[src/rtl/game_flow_ctrl.sv]
// Multi-level tilt-maze game sequencer: lives, level progression, fail-hole masking and layout handshake.
// Define GAME_TIMER_EN to build the per-attempt frame timer and timeout-fail path.
module game_flow_ctrl #(
    parameter int unsigned MAX_FAILHOLE_NUM  = 7,
    parameter int unsigned COORD_BIT         = 10,
    parameter int unsigned MAX_LIVES         = 3,
    parameter int unsigned NUM_LEVELS        = 4,
    parameter int unsigned BASE_HOLES        = 3,
    parameter int unsigned HOLES_PER_LEVEL   = 2,
    parameter int unsigned TIME_LIMIT_FRAMES = 1800,
    parameter int unsigned BL_INIT_X         = 144,
    parameter int unsigned BL_INIT_Y         = 74
) (
    input  logic                                          CLK,
    input  logic                                          rst,
    input  logic                                          i_new_game,
    input  logic                                          i_again,
    input  logic                                          i_rand_ready,
    input  logic [2*COORD_BIT*(MAX_FAILHOLE_NUM+2)-1:0]   i_rand_list,
    input  logic                                          i_accel_ready,
    input  logic                                          i_screenend,
    input  logic                                          i_win,
    input  logic                                          i_fail,
    input  logic [COORD_BIT-1:0]                          i_rolling_x,
    input  logic [COORD_BIT-1:0]                          i_rolling_y,
    input  logic [COORD_BIT-1:0]                          i_fix_x,
    input  logic [COORD_BIT-1:0]                          i_fix_y,
    output logic [COORD_BIT-1:0]                          o_bl_x,
    output logic [COORD_BIT-1:0]                          o_bl_y,
    output logic [COORD_BIT-1:0]                          o_bl_pos_initial_x,
    output logic [COORD_BIT-1:0]                          o_bl_pos_initial_y,
    output logic [COORD_BIT-1:0]                          o_wh_pos_x,
    output logic [COORD_BIT-1:0]                          o_wh_pos_y,
    output logic [COORD_BIT*MAX_FAILHOLE_NUM-1:0]         o_fh_pos_x,
    output logic [COORD_BIT*MAX_FAILHOLE_NUM-1:0]         o_fh_pos_y,
    output logic [MAX_FAILHOLE_NUM-1:0]                   o_fh_active,
    output logic                                          o_bl_pos_rst,
    output logic                                          o_is_game_playing,
    output logic                                          o_rand_req,
    output logic [3:0]                                    o_state,
    output logic [3:0]                                    o_lives,
    output logic [3:0]                                    o_level,
    output logic [11:0]                                   o_time_left,
    output logic                                          o_game_over
);

    localparam int unsigned N     = MAX_FAILHOLE_NUM;
    localparam int unsigned C     = COORD_BIT;
    localparam int unsigned FH_W  = N * C;
    localparam int unsigned Y_OFS = (N + 2) * C;

    typedef enum logic [3:0] {
        S_PLAYING  = 4'h1,
        S_FAIL     = 4'h2,
        S_WIN      = 4'h3,
        S_NEW      = 4'h4,
        S_AGAIN    = 4'h5,
        S_BALL_RST = 4'h6,
        S_NEXT     = 4'h7,
        S_OVER     = 4'h8,
        S_CLEAR    = 4'h9
    } state_t;

    state_t state;
    state_t state_next;
    logic   rand_prev;
    logic   rand_rise;
    logic   last_level;
    logic   timeout;

    // Active fail holes: lowest min(N, BASE_HOLES + lvl*HOLES_PER_LEVEL) bits set.
    function automatic logic [MAX_FAILHOLE_NUM-1:0] fh_mask(input logic [3:0] lvl);
        int unsigned cnt;
        fh_mask = '0;
        cnt     = BASE_HOLES + HOLES_PER_LEVEL * 32'(lvl);
        for (int unsigned k = 0; k < N; k++) begin
            if (k < cnt) fh_mask = (fh_mask << 1) | N'(1);
        end
    endfunction

    assign rand_rise  = i_rand_ready & ~rand_prev;
    assign last_level = (o_level == 4'(NUM_LEVELS - 1));
    assign o_state    = state;

    always_ff @(posedge CLK or posedge rst) begin
        if (rst) state <= S_NEW;
        else     state <= state_next;
    end

    always_comb begin
        state_next = state;
        if (i_new_game) begin
            state_next = S_NEW;
        end else begin
            case (state)
                S_NEW:      if (i_rand_ready && i_accel_ready) state_next = S_BALL_RST;
                S_BALL_RST: state_next = S_PLAYING;
                S_AGAIN:    state_next = S_PLAYING;
                S_PLAYING: begin
                    if (i_again)                 state_next = S_AGAIN;
                    else if (i_fail || timeout)  state_next = S_FAIL;
                    else if (i_win)              state_next = S_WIN;
                end
                // lives already reflects the decrement taken on entry to FAIL
                S_FAIL: begin
                    if (o_lives == 4'd0) state_next = S_OVER;
                    else if (i_again)    state_next = S_AGAIN;
                end
                S_WIN:      if (i_again) state_next = last_level ? S_CLEAR : S_NEXT;
                S_NEXT:     if (rand_rise) state_next = S_BALL_RST;
                S_OVER:     state_next = S_OVER;
                S_CLEAR:    state_next = S_CLEAR;
                default:    state_next = S_NEW;
            endcase
        end
    end

    // Game progress, status strobes and layout registers.
    always_ff @(posedge CLK or posedge rst) begin
        if (rst) begin
            rand_prev          <= 1'b0;
            o_lives            <= 4'(MAX_LIVES);
            o_level            <= 4'd0;
            o_fh_active        <= fh_mask(4'd0);
            o_rand_req         <= 1'b0;
            o_bl_pos_rst       <= 1'b0;
            o_is_game_playing  <= 1'b0;
            o_game_over        <= 1'b0;
            o_fh_pos_x         <= '0;
            o_fh_pos_y         <= '0;
            o_wh_pos_x         <= '0;
            o_wh_pos_y         <= '0;
            o_bl_pos_initial_x <= C'(BL_INIT_X);
            o_bl_pos_initial_y <= C'(BL_INIT_Y);
        end else begin
            rand_prev         <= i_rand_ready;
            o_rand_req        <= (state == S_WIN) && (state_next == S_NEXT);
            o_bl_pos_rst      <= (state_next == S_BALL_RST) || (state_next == S_AGAIN);
            o_is_game_playing <= (state_next == S_PLAYING);
            o_game_over       <= (state_next == S_OVER) || (state_next == S_CLEAR);

            if (i_new_game) begin
                o_lives     <= 4'(MAX_LIVES);
                o_level     <= 4'd0;
                o_fh_active <= fh_mask(4'd0);
            end else begin
                if ((state == S_PLAYING) && (state_next == S_FAIL) && (o_lives != 4'd0))
                    o_lives <= o_lives - 4'd1;
                if ((state == S_WIN) && (state_next == S_NEXT)) begin
                    o_level     <= o_level + 4'd1;
                    o_fh_active <= fh_mask(o_level + 4'd1);
                end
            end

            if (((state == S_NEW) || (state == S_NEXT)) && (state_next == S_BALL_RST)) begin
                o_fh_pos_x         <= i_rand_list[0 +: FH_W];
                o_wh_pos_x         <= i_rand_list[FH_W +: C];
                o_bl_pos_initial_x <= i_rand_list[FH_W + C +: C];
                o_fh_pos_y         <= i_rand_list[Y_OFS +: FH_W];
                o_wh_pos_y         <= i_rand_list[Y_OFS + FH_W +: C];
                o_bl_pos_initial_y <= i_rand_list[Y_OFS + FH_W + C +: C];
            end
        end
    end

`ifdef GAME_TIMER_EN
    logic [11:0] time_left;

    // Reloaded while the ball is being reset, counts frames down while playing.
    always_ff @(posedge CLK or posedge rst) begin
        if (rst) begin
            time_left <= 12'(TIME_LIMIT_FRAMES);
        end else if ((state == S_BALL_RST) || (state == S_AGAIN)) begin
            time_left <= 12'(TIME_LIMIT_FRAMES);
        end else if ((state == S_PLAYING) && i_screenend && (time_left != 12'd0)) begin
            time_left <= time_left - 12'd1;
        end
    end

    assign timeout     = (time_left == 12'd0);
    assign o_time_left = time_left;
`else
    logic screenend_unused;

    assign screenend_unused = i_screenend;
    assign timeout          = 1'b0;
    assign o_time_left      = 12'(TIME_LIMIT_FRAMES);
`endif

    // Displayed ball follows the motion source that owns the current state.
    always_comb begin
        o_bl_x = o_bl_pos_initial_x;
        o_bl_y = o_bl_pos_initial_y;
        case (state)
            S_PLAYING: begin
                o_bl_x = i_rolling_x;
                o_bl_y = i_rolling_y;
            end
            S_FAIL, S_WIN, S_OVER, S_CLEAR: begin
                o_bl_x = i_fix_x;
                o_bl_y = i_fix_y;
            end
            default: ;
        endcase
    end

endmodule

[config.mk]
export PLATFORM = sky130hd
export DESIGN_NAME = game_flow_ctrl
export DESIGN_NICKNAME = d
export VERILOG_FILES = /design/src/rtl/game_flow_ctrl.sv
export SDC_FILE = /design/constraint.sdc
export NUM_CORES = 1
export LEC_CHECK = 0
export ABC_CLOCK_PERIOD_IN_PS = 6800
export CAP_MARGIN = 20
export CORE_AREA = 3 3 179 181
export CTS_BUF_LIST = sky130_fd_sc_hd__clkbuf_8
export DETAILED_ROUTE_END_ITERATION = 7
export DIE_AREA = 0 0 182 184
export SYNTH_ARGS = -nofsm -noshare
export SYNTH_HDL_FRONTEND = slang
export SYNTH_SLANG_ARGS = --single-unit
export TNS_END_PERCENT = 1
[constraint.sdc]
create_clock -name CLK -period 6.8 [get_ports CLK]
set_input_delay 1.7 -clock CLK [delete_from_list [all_inputs] [get_ports CLK]]
set_output_delay 1.7 -clock CLK [all_outputs]
set_load 0.03 [all_outputs]
# == Word level (Yosys, flattened, before mapping) ==
# Index checks and enable logic that the tools add are counted.
# op_classes
reduce_logical,14
order_cmp,7
eq_ne,17
n_bitwise,2
muxes,26
addsub,3
# ops
operator,count
$mux W4,14
$mux W7,8
$pmux W10 S2,2
$pmux W4 S8,1
$eq A4 B3 Y1 const B,7
$lt A3 B6 Y1 const A,3
$eq A4 B2 Y1 const B,4
$eq A4 B4 Y1 const B,4
$lt A1 B6 Y1 const A,2
$lt A2 B6 Y1 const A,2
$eq A4 B1 Y1 const B,2
$add A2 B5 Y6 const A,1
$logic_and A1 B1 Y1,5
$add A4 B1 Y4 const B,1
$logic_not A4 Y1,1
$reduce_bool A2 Y1,2
$reduce_bool A4 Y1,1
$reduce_or A4 Y1,1
$sub A4 B1 Y4 const B,1
$logic_or A1 B1 Y1,3
$reduce_or A2 Y1,1
$and A1 B1 Y1,1
$mux W1,1
$not A1 Y1,1
# word_totals
out_inout_bits,235
inputBits,229
ff_bits,204

# == Depth between registers and ports, before layout ==
# logic_depth
word_depth,12
ltp_mapped,10

# == Least setup slack after synthesis ==
# No wires, ideal clock.
# synth_path
kind,input to output
startpoint,input i_rolling_x[0]
endpoint,output o_bl_x[0]
path_stages,2
setup_slack_ns,3.047
path_buffers,0
required_time_ns,5.100
t_arrival_ns,2.053
path_cell_list,a22oi_1 -> nand2_1
# synth_between
elab_chain_cells,1
# synth_rtl
item,line,text
"start, declared",24,"input logic [COORD_BIT-1:0] i_rolling_x,"
$pmux W10 S2,194,case (state)
"end, declared",28,"output logic [COORD_BIT-1:0] o_bl_x,"
# Every way passes these cells.

# == Final worst setup path ==
# layout_path
startpoint,register state[1] (netlist: o_state[1])
endpoint,output o_bl_x[7]
# layout_between
elab_chain_cells,3
word_cells_on_any_way,7
cone_classes,eq/ne: 5; mux: 1; reduce/logical: 1
# layout_rtl
item,line,text
"start, declared",64,state_t state;
"start signal, assigned",87,else state <= state_next;
$eq A4 B2 Y1 or $eq A4 B4 Y1 (tied branches),194,
$reduce_or A4 Y1,194,
$pmux W10 S2 (*),194,
# Mark *: on every way between the ends. The rest lies on a longest branch, timed or not.

==> qor.txt <==
Avg Inst Size Synth: 14.8 µm²
Via Count: 6591
# H-tree levels: 2
Max-slew headroom: 0.325
Slew Limit Fails: 0
post_cts resized: 0
die width: 182 µm
CTS Root Cell: clkbuf_8
largest net degree at the start of global routing: 111
clock tree buffer depth: 3
DRC errors left: 0
post-synthesis register bit count: 201
ant diodes: 0
Crit Path Category: register to primary output
Hold-fix buffers, CTS: 0
setup TNS: 0 ps
routability congestion estimate: 0.806
number of synthesized flops with an enable pin: 0
Port-buffer cells: 449
DR pass1 iterations: 4
num rows: 64
Final #Nets: 1296
fin crit period: 5060 ps
status: finished, final reports clean
Peak supply drop: 254 µV
crit end category: primary output
vias in the first global route: 6989
Routed WL: 27.9 mm
num ports: 464
Hold Vio Cnt, Final: 0
WHS: 501 ps
initial antenna violation count: 1
largest fanout on the critical path: 19
setup bufs post-CTS: 0
DR vias/cell: 4.44
Hold Path Class: register to register
TritonCTS Sinks: 201
Initial Util: 0.290
Die Area: 33500 µm²
routed len/inst: 18.8 µm
global-route wire length before repair: 41.9 mm
Num CTS Buffers: 39
DRT iter0 DRCs: 187
worst skew pair latency: 520 ps
register share of total power: 0.305
Synth Cell Area: 8860 µm²
Die Span Y: 184 µm
Tcrit/Tclk final: 0.744
Synth cell types: 48
fillers: 2762
detailed-placement wirelength estimate: 20.7 mm
max-cap violations: 0
share of cells above drive strength 1: 0.242
ys flop type: dfrtp_1
Yosys warning total: 0
core box area: 30600 µm²
Switching Fraction: 0.393
switching pwr: 2640 µW
clk_skew: 18.5 ps
Async SR Flop Fraction: 1.00
PD cells: 468 nW/µm²
fin util: 0.470
Startpoint Class: register
Internal: 4090 µW
Clk pwr share: 0.179
leakage: 0.00607 µW
FF/Latch Area: 5040 µm²
Gate power share: 0.516
Worst EP arrival: 3360 ps
WP data required: 5100 ps
Multi-input gate area: 3410 µm²
unrepaired setup endpoints after global routing: false
GR Util All Layers: 0.158
# setup viols final: 0
fmax: 198 MHz
post-synthesis sequential area ratio: 0.569
clock transition at the register clock pins on the worst setup and hold paths after CTS: 60 ps
grt total ovfl: 0
slew of the pin with the lowest slew margin: 1010 ps
Synth-to-Final Area Change: 62.3%
CTS tree: yes
Post-Synthesis Cells: 599
post-route ant nets: 0
-- flip-flops by register name (all words and copies together), names as in the netlist, 4 cells and up --
name                flops
o_fh_pos_x             70
o_fh_pos_y             70
o_bl_pos_initial_x     10
o_bl_pos_initial_y     10
o_wh_pos_x             10
o_wh_pos_y             10
o_fh_active             4
o_level                 4
o_lives                 4
o_state                 4
-- kinds of logic (layout without fill, tap and decap cells) --
kind of cell | after synthesis | count (layout) | share of synthesized area
AO/OA/AOI/OAI | 45 | 45 | 0.0355
AND/OR/NAND/NOR | 103 | 103 | 0.0598
flip-flops | 201 | 201 | 0.569
multiplexers | 184 | 184 | 0.271
other | 2 | 13 | 0.000848
XOR/XNOR | 5 | 5 | 0.00494
buffers and inverters | 55 | 535 | 0.0530
adder cells (fa/ha/maj) | 4 | 4 | 0.00565
-- synthesized netlist by cell type, types with 2 or more instances --
master	n	area share
o21ai_0	6	0.0034
nor2_1	16	0.0068
a21oi_1	6	0.0034
dfrtp_1	192	0.54
dfstp_2	9	0.027
nand2_1	47	0.020
clkbuf_1	10	0.0042
o31ai_1	2	0.0017
nor4_1	2	0.0014
buf_4	24	0.020
nor4b_2	2	0.0034
ha_1	4	0.0057
nand4b_1	2	0.0020
mux2_2	91	0.12
mux2_4	89	0.15
nor3b_1	3	0.0025
or2_2	2	0.0014
mux2i_1	4	0.0045
or3_1	4	0.0028
nor2b_1	2	0.0014
inv_1	8	0.0034
buf_2	2	0.0011
buf_12	10	0.023
a22oi_1	20	0.017
nand3b_1	2	0.0017
xnor2_1	4	0.0040
nor3_1	6	0.0034
o2111ai_1	2	0.0020
nand2b_1	7	0.0049
conb_1	2	0.00085
a31oi_1	2	0.0014
-- worst max-delay path, cell delays in order, from the launching register on --
cell and delay [ps]:
dfrtp_1 560, nor4b_4 720, buf_4 370, nor2_2 190, buf_4 230, nand2_1 90
nand2_1 60, clkdlybuf4s50_1 600
-- final cells by class --
cell class / count / share of cell area
multi-input combinational: 354 / 0.237
timing repair buffer: 459 / 0.321
sequential: 201 / 0.351
tap: 396 / 0.0345
clock inverter: 19 / 0.00766
clock buffer: 49 / 0.0469
inverter: 8 / 0.00235
-- metrics by stage --
step           instance area (µm²)  worst slack, ps  total power, µW  std cells
2_1_floorplan                 8900             2510             3990        610
3_3_place_gp                 13600             1710             5550       1418
3_5_place_dp                 13600             1720             5570       1418
4_1_cts                      14400             1610             6840       1486
5_1_grt                      14400             1560             7060       1486
6_report                     14400             1740             6730       1486
-- final timing paths --
check | from | slack (ps) | endpoint | cells after the start
hold / removal | o_fh_pos_x[20] | 500 | o_fh_pos_x[20] | 1
hold reg to reg | o_fh_pos_x[20] | 500 | o_fh_pos_x[20] | 1
setup reg to reg | o_state[1] | 2670 | o_fh_pos_x[8] | 7
setup / recovery | o_state[1] | 1740 | o_bl_x[7] | 7
min in group asynchronous | rst | 1660 | o_fh_pos_x[32] | 2
max in group asynchronous | rst | 3920 | o_fh_pos_y[2] | 3
-- power by group through the flow --
stage	Clock [µW]	Sequential, µW	Combinational, µW
after CTS	1260	2060	3510
final	1210	2050	3470
after global placement	0	2050	3500
after floorplan	0	3110	885
after global routing	1320	2130	3620
after detailed placement	0	2070	3500
-- routing by layer --
| layer | wire length [µm] | track usage | part of all wire | up-vias |
|---|---|---|---|---|
| li1 | - | - | - | 3022 |
| met1 | 10900 | 0.188 | 0.39 | 3197 |
| met2 | 13300 | 0.260 | 0.48 | 319 |
| met3 | 3030 | 0.0704 | 0.11 | 51 |
| met4 | 648 | 0.0448 | 0.023 | 2 |
| met5 | 20 | 0 | 0.00072 | - |
-- placed cells by master (no fill, tap or decap), drive strengths merged, types with 7 or more instances in the layout --
cell type / instances
buf: 10
a22oi: 20
mux2: 180
conb: 13
nand2b: 7
clkbuf: 49
nor2: 16
dfrtp: 192
nand2: 47
clkdlybuf4s50: 449
dfstp: 9
inv: 21
(Power assumes the default switching activity.)
